### src/rtl/vending_machine_multi.sv
// ---------------------------------------------------------------------------
// vending_machine_multi
//
// Multi-product coin vending controller. Credit is built up from 1/2/5-unit
// coins. A selection buys one of NUM_ITEMS products at its own price. Any
// leftover credit, or the whole credit on cancel, is paid back one coin per
// cycle to the hopper through a valid/ready handshake.
//
// Ports:
//   clk, rst         rising-edge clock, synchronous active-high reset
//   coin_valid/coin  coin strobe and value (legal values 1, 2, 5)
//   sel_valid/
//   sel_item         product selection strobe and index
//   cancel           refund request (only acted on while holding credit)
//   change_ready     hopper accepts the presented change coin
//   coin_reject      one-cycle pulse, sampled coin refused
//   sel_denied       one-cycle pulse, sampled selection refused
//   delivery/
//   delivery_item    one-cycle dispense pulse and the product index
//   change_valid/
//   change_coin      change coin presented to the hopper (5, 2 or 1)
//   credit           current credit
//   busy             high while vending or paying out change
// ---------------------------------------------------------------------------
module vending_machine_multi #(
  parameter int                            CREDIT_W   = 8,
  parameter int                            NUM_ITEMS  = 4,
  parameter int                            ITEM_W     = 2,
  parameter logic [NUM_ITEMS*CREDIT_W-1:0] PRICES     = 32'h04030202,
  parameter int                            MAX_CREDIT = 20
) (
  input  logic                clk,
  input  logic                rst,
  input  logic                coin_valid,
  input  logic [2:0]          coin,
  input  logic                sel_valid,
  input  logic [ITEM_W-1:0]   sel_item,
  input  logic                cancel,
  input  logic                change_ready,
  output logic                coin_reject,
  output logic                sel_denied,
  output logic                delivery,
  output logic [ITEM_W-1:0]   delivery_item,
  output logic                change_valid,
  output logic [2:0]          change_coin,
  output logic [CREDIT_W-1:0] credit,
  output logic                busy
);

  typedef enum logic [1:0] {
    IDLE,
    COLLECT,
    VEND,
    CHANGE
  } state_e;

  localparam logic [CREDIT_W:0] MaxCreditW = (CREDIT_W+1)'(MAX_CREDIT);

  state_e              state_q, state_d;
  logic [CREDIT_W-1:0] credit_q, credit_d;
  logic                coinReject_q, coinReject_d;
  logic                selDenied_q, selDenied_d;
  logic                delivery_q, delivery_d;
  logic [ITEM_W-1:0]   deliveryItem_q, deliveryItem_d;
  logic                changeValid_q, changeValid_d;
  logic [2:0]          changeCoin_q, changeCoin_d;
  logic                busy_q, busy_d;

  logic                coinLegal;
  logic [CREDIT_W:0]   coinSum;
  logic                coinFits;
  logic [CREDIT_W-1:0] price;
  logic                selInRange;

  // Largest hopper denomination that still fits into the remaining credit;
  // greedy payout always ends exactly at zero because a 1-unit coin exists.
  function automatic logic [2:0] largestCoin(input logic [CREDIT_W-1:0] c);
    if (c >= CREDIT_W'(5)) begin
      return 3'd5;
    end else if (c >= CREDIT_W'(2)) begin
      return 3'd2;
    end else if (c != '0) begin
      return 3'd1;
    end else begin
      return 3'd0;
    end
  endfunction

  // Coin acceptance test. The sum is one bit wider than the credit register
  // so the limit check cannot wrap.
  always_comb begin
    coinLegal = (coin == 3'd1) || (coin == 3'd2) || (coin == 3'd5);
    coinSum   = {1'b0, credit_q} + (CREDIT_W+1)'(coin);
    coinFits  = coinSum <= MaxCreditW;
  end

  // Price lookup. An index beyond NUM_ITEMS finds no match, which marks the
  // selection as out of range instead of reading past the price table.
  always_comb begin
    price      = '0;
    selInRange = 1'b0;
    for (int i = 0; i < NUM_ITEMS; i++) begin
      if (sel_item == ITEM_W'(i)) begin
        price      = PRICES[i*CREDIT_W +: CREDIT_W];
        selInRange = 1'b1;
      end
    end
  end

  // Next-state logic. In IDLE/COLLECT, cancel beats a selection, which beats
  // a coin; a coin that loses out is refused. Cancel only counts when there
  // is credit to return, so in IDLE it drops out of the priority chain.
  // Every output is derived from the next state so that the registered
  // outputs always agree with the state and credit shown after the edge.
  always_comb begin
    state_d     = state_q;
    credit_d    = credit_q;
    coinReject_d = 1'b0;
    selDenied_d  = 1'b0;
    deliveryItem_d = '0;

    case (state_q)
      IDLE, COLLECT: begin
        if (cancel && (state_q == COLLECT)) begin
          state_d      = CHANGE;
          coinReject_d = coin_valid;
        end else if (sel_valid) begin
          coinReject_d = coin_valid;
          if (selInRange && (credit_q >= price)) begin
            credit_d       = credit_q - price;
            state_d        = VEND;
            deliveryItem_d = sel_item;
          end else begin
            selDenied_d = 1'b1;
          end
        end else if (coin_valid) begin
          if (coinLegal && coinFits) begin
            credit_d = coinSum[CREDIT_W-1:0];
            state_d  = COLLECT;
          end else begin
            coinReject_d = 1'b1;
          end
        end
      end

      VEND: begin
        coinReject_d = coin_valid;
        state_d      = (credit_q != '0) ? CHANGE : IDLE;
      end

      CHANGE: begin
        coinReject_d = coin_valid;
        if (change_ready) begin
          credit_d = credit_q - CREDIT_W'(changeCoin_q);
          if (credit_d == '0) begin
            state_d = IDLE;
          end
        end
      end

      default: begin
        state_d = IDLE;
      end
    endcase

    delivery_d    = (state_d == VEND);
    changeValid_d = (state_d == CHANGE);
    changeCoin_d  = (state_d == CHANGE) ? largestCoin(credit_d) : 3'd0;
    busy_d        = (state_d == VEND) || (state_d == CHANGE);
  end

  // State, credit and all outputs are registered together; reset clears
  // everything, including any change still owed.
  always_ff @(posedge clk) begin
    if (rst) begin
      state_q        <= IDLE;
      credit_q       <= '0;
      coinReject_q   <= 1'b0;
      selDenied_q    <= 1'b0;
      delivery_q     <= 1'b0;
      deliveryItem_q <= '0;
      changeValid_q  <= 1'b0;
      changeCoin_q   <= 3'd0;
      busy_q         <= 1'b0;
    end else begin
      state_q        <= state_d;
      credit_q       <= credit_d;
      coinReject_q   <= coinReject_d;
      selDenied_q    <= selDenied_d;
      delivery_q     <= delivery_d;
      deliveryItem_q <= deliveryItem_d;
      changeValid_q  <= changeValid_d;
      changeCoin_q   <= changeCoin_d;
      busy_q         <= busy_d;
    end
  end

  assign coin_reject   = coinReject_q;
  assign sel_denied    = selDenied_q;
  assign delivery      = delivery_q;
  assign delivery_item = deliveryItem_q;
  assign change_valid  = changeValid_q;
  assign change_coin   = changeCoin_q;
  assign credit        = credit_q;
  assign busy          = busy_q;

endmodule
### config.mk
export PLATFORM = sky130hd
export DESIGN_NAME = vending_machine_multi
export DESIGN_NICKNAME = d
export VERILOG_FILES = /design/src/rtl/vending_machine_multi.sv
export SDC_FILE = /design/constraint.sdc
export NUM_CORES = 1
export LEC_CHECK = 0
export CORE_ASPECT_RATIO = 0.8
export CORE_UTILIZATION = 35
export CTS_CLUSTER_SIZE = 12
export DETAILED_ROUTE_END_ITERATION = 10
export DONT_BUFFER_PORTS = 1
export SLEW_MARGIN = 40
export SYNTH_ARGS = -nofsm -noshare
export SYNTH_HDL_FRONTEND = slang
export SYNTH_SLANG_ARGS = --single-unit
### constraint.sdc
create_clock -name clk -period 3.8 [get_ports clk]
set_input_delay 0.38 -clock clk [delete_from_list [all_inputs] [get_ports clk]]
set_output_delay 0.38 -clock clk [all_outputs]
set_load 0.05 [all_outputs]
* Word-level counts from Yosys, hierarchy flattened
Index checks and enable logic that the tools add are counted.
Cells by class: $add $sub $neg 3, magnitude comparators 4, equal/unequal tests 11, multiplexer cells 33, bitwise logic cells 4, reductions and logical operators 17
Operators with widths (number):
- $mux W8 | 9
- $mux W2 | 10
- $pmux W8 S2 | 1
- $reduce_bool A8 Y1 | 2
- $eq A2 B2 Y1 const B | 6
- $mux W1 | 10
- $add A8 B3 Y9 | 1
- $le A9 B5 Y1 const B | 1
- $ge A8 B2 Y1 const B | 1
- $ge A8 B3 Y1 const B | 1
- $ge A8 B8 Y1 | 1
- $logic_not A8 Y1 | 1
- $sub A8 B3 Y8 | 1
- $sub A8 B8 Y8 | 1
- $pmux W2 S3 | 1
- $reduce_or A2 Y1 | 3
- $reduce_or A5 Y1 | 1
- $eq A2 B1 Y1 const B | 2
- $logic_not A2 Y1 | 2
- $not A1 Y1 | 4
- $reduce_or A4 Y1 | 1
- $eq A3 B1 Y1 const B | 1
- $eq A3 B2 Y1 const B | 1
- $eq A3 B3 Y1 const B | 1
- 5 further kinds | 9
Word-level totals: flip-flop bits (word level) 20, input bits 11, output and inout bits 18, logic and storage cells 82

* Depth between registers and ports, before layout
depth in word-level cells 15, depth in mapped cells 12, gate-level depth less buffers 12

* Worst setup path before layout
Ideal clock, no wire load.
kind reg-to-reg, start point register credit_q[0] (netlist: credit[0]), end point register changeCoin_q[1] (netlist: change_coin[1]), setup time 0.073 ns, data arrival time 3.000 ns, data required time 3.727 ns, setup slack 0.727 ns, cell stages (with the launch flop) 12, path buffers 0, cells stage by stage dfxtp_1 ha_1 inv_1 fa_1 nor2b_1 o21ai_1 xor2_2 o21ai_2 mux2_2 a211oi_2 mux2i_1 nor3b_2
Between the ends: longest elaborated chain between the ends 11
Ends and longest elaborated chain:
- start, declared | line 60 | logic [CREDIT_W-1:0] credit_q, credit_d;
- start signal, assigned | line 187 | credit_q <= credit_d;
- parallel branches: the longest is 11 deep, another holds $add A8 B3 Y9
- end signal, assigned | line 193 | changeCoin_q <= changeCoin_d;
- end, declared | line 66 | logic [2:0] changeCoin_q, changeCoin_d;
Parallel ways; which one is timed is not known. A chain may end at the register's enable or synchronous reset.

* Worst setup path in the final report
Ends and elaborated chain as after synthesis.

==> flow_metrics.py <==
metrics = {
    "status": {
        "status": "completed",
    },
    "grt": {
        "grt_pass1_vias": 1235,
        "overflow": 0,
        "grtUsageTotal": 0.172,
        "grt_pass1_wl_mm": 6.22,
        "antenna_found_initial": 0,
        "grt_max_degree": 14,
    },
    "setup_path": {
        "critPathSlowestCell": "fa_1",
        "critical-path-top-delay-family": "compound AO/OA/AOI/OAI gates",
        "required_ns": 3.99,
        "slowest_delay_ns": 0.41,
        "crit_path_end_kind": "register",
        "startpoint_type": "register",
        "worst-path-buf-inv": 3,
        "worst-setup-path-type": "register to register",
        "crit_path_max_fanout": 10,
        "cp_cell_sequence": "buf_4, inv_1, ha_1, inv_1, fa_1, a211oi_2, nand3_2, mux2i_1, o21ai_0, a311o_1, a211oi_2, mux2i_1, nor3b_2",
        "crit_arrival_ns": 3.24,
    },
    "place": {
        "gp_congestion": 0.835,
        "dp_cells": 245,
        "placed_cell_area_sq_mm": 0.00164,
        "port_buffers": 0,
        "hpwl_mm": 3.18,
    },
    "logic_synthesis": {
        "ys_ff_latch": 19,
        "yosysWarnings": 0,
        "syn_inst": 186,
        "async_reset_ff_frac": 0,
        "synthTopCellsByArea": "dfxtp_1, ha_1, nor2_1",
        "synth_edf_count": 0,
        "netlist_area_sq_mm": 0.00155,
        "synth_top_cell_by_area": "dfxtp_1",
        "syn_nets": 209,
        "synth_top_area_share": 0.246,
        "synth_ff_type": "dfxtp_1",
        "synthDistinctLibCells": 55,
        "syn_area_per_cell_sq_um": 8.33,
        "yosysSeqAreaShare": 0.246,
    },
    "final_layout": {
        "fill_cells": 441,
        "drive_gt1_frac": 0.130,
        "final_area_sq_mm": 0.00168,
        "final_cells": 249,
        "multi_input_area_sq_mm": 0.00109,
        "n_antenna_cell": 0,
        "area.sequential_sq_um": 380,
        "final_nets": 216,
        "syn_to_final_growth_pct": 8.56,
    },
    "clock_network": {
        "clock_sink_count": 19,
        "numCtsBuffers": 3,
        "cts_buffer_depth": 2,
        "cts.clk_slew.worst_paths_ns": 0.07,
        "cts-root-buf": "clkbuf_8",
        "holdBufCountCts": 0,
        "ctsHtreeMaxLevel": 1,
        "cts_tree": "yes",
        "clk_latency_ns": 0.26,
        "cts-resized-gates": 0,
        "cts_setup_buffers": 0,
    },
    "job": {
        "cap_violations": 0,
    },
    "floorplan": {
        "fp.dieW_um": 76.4,
        "initial_core_util": 0.368,
        "rows": 21,
        "die_y_um": 61.5,
        "io_pins": 29,
        "core-area_sq_mm": 0.00420,
        "fp.dieArea_sq_mm": 0.00470,
    },
    "timing": {
        "period_share": 0.802,
        "clock.fmax_mhz": 328,
        "finalSetupViolations": 0,
        "relSlewSlack": 0.491,
        "layout_min_cycle_time_ns": 3.05,
        "finalClockSkew_ns": 0.00416,
        "tightest_slew_ns": 0.763,
        "final.setup.tns_ns": 0,
        "hold_violations": 0,
        "rsz0062_at_grt": "false",
        "slew_violations": 0,
    },
    "drt": {
        "drt_iter0_drc": 62,
        "route.detailed.drc": 0,
        "firstDrtPassIters": 4,
        "vias_per_cell": 5.46,
        "routed_wl_mm": 3.89,
        "wl_per_cell_um": 15.6,
        "antenna_left": 0,
        "vias": 1360,
    },
    "min_path": {
        "hp-class": "input pin to register",
    },
}
## per-stage QoR
stage | worst slack (ns) | util | hold WS, ns
2_1_floorplan | 0.727 | - | 0.476
3_3_place_gp | 0.822 | 0.389 | 0.454
3_5_place_dp | 0.815 | 0.389 | 0.457
4_1_cts | 0.767 | 0.400 | 0.178
5_1_grt | 0.525 | 0.400 | 0.175
6_report | 0.753 | 0.400 | 0.188
## area by class of cell
class | count | share of cell area
inverter | 12 | 0.0268
tap | 57 | 0.0424
multi-input combinational | 150 | 0.646
timing repair buffer | 7 | 0.0313
sequential | 19 | 0.226
clock buffer | 3 | 0.0246
clock inverter | 1 | 0.00298
## cell usage after synthesis, types with 3 or more instances
cell type	instances
dfxtp_1	19
nor2_1	19
nand2_1	17
inv_1	12
ha_1	9
o21ai_0	9
a21oi_1	7
nor3_1	6
xnor2_1	5
and2_1	4
nand3_1	4
nor2b_1	4
o21a_1	4
a211oi_2	3
and4b_1	3
fa_1	3
mux2i_1	3
## worst paths after layout
kind / startpoint / end / slack (ns) / cells after the start
max reg2reg: credit[0] / change_coin[1] / 0.75 / 13
min reg2reg: state_q[0] / state_q[0] / 0.67 / 2
max: credit[0] / change_coin[1] / 0.75 / 13
min: rst / credit[1] / 0.19 / 1
## sequential cells by signal (all words and copies together) (netlist names)
name	count
credit	8
change_coin	3
delivery_item	2
state_q	2
change_valid	1
coin_reject	1
delivery	1
sel_denied	1
## layout by cell type, fill, tap and decap left out, drive strengths merged, types with 3 or more instances in the layout
master  synthesis  routed
a211oi          5       5
nor2           19      19
nand3           5       5
fa              3       3
inv            12      12
o21ai          12      12
mux2i           3       3
a21o            4       4
buf             3       7
dfxtp          19      19
xnor2           5       5
nor2b           4       4
a21oi           7       7
nor3            6       6
and2            4       4
nor4            3       3
and4b           3       3
xor2            3       3
ha              9       9
clkbuf          2       3
o21a            4       4
nand2          17      17
nor3b           4       4
## worst register-to-register path: stages (launching register included)
cell and delay [ns]:
dfxtp_1 0.32, buf_4 0.20, inv_1 0.11, ha_1 0.16
inv_1 0.05, fa_1 0.41, a211oi_2 0.28, nand3_2 0.24
mux2i_1 0.21, o21ai_0 0.10, a311o_1 0.39, a211oi_2 0.22
mux2i_1 0.13, nor3b_2 0.16
## cells by family after synthesis
group	Yosys count	synth area share
muxes	5	0.0339
DFF	19	0.246
AOI/OAI and AO/OA	50	0.240
xor gates and xnor gates	8	0.0501
buffers and inverters	17	0.0533
adders and majority gates	12	0.111
and+or+nand+nor	75	0.266
## per-layer routing
metal | global-route usage | share of wire | up-vias
met5 | 0 | 0 | -
met4 | 0.0330 | 0.0090 | 0
met3 | 0.0356 | 0.076 | 5
met2 | 0.266 | 0.42 | 46
met1 | 0.248 | 0.50 | 622
li1 | - | - | 687
Power is left out: the tool's default activity adds up to more than one toggle a clock period on the data nets, which glitch-free logic cannot reach.
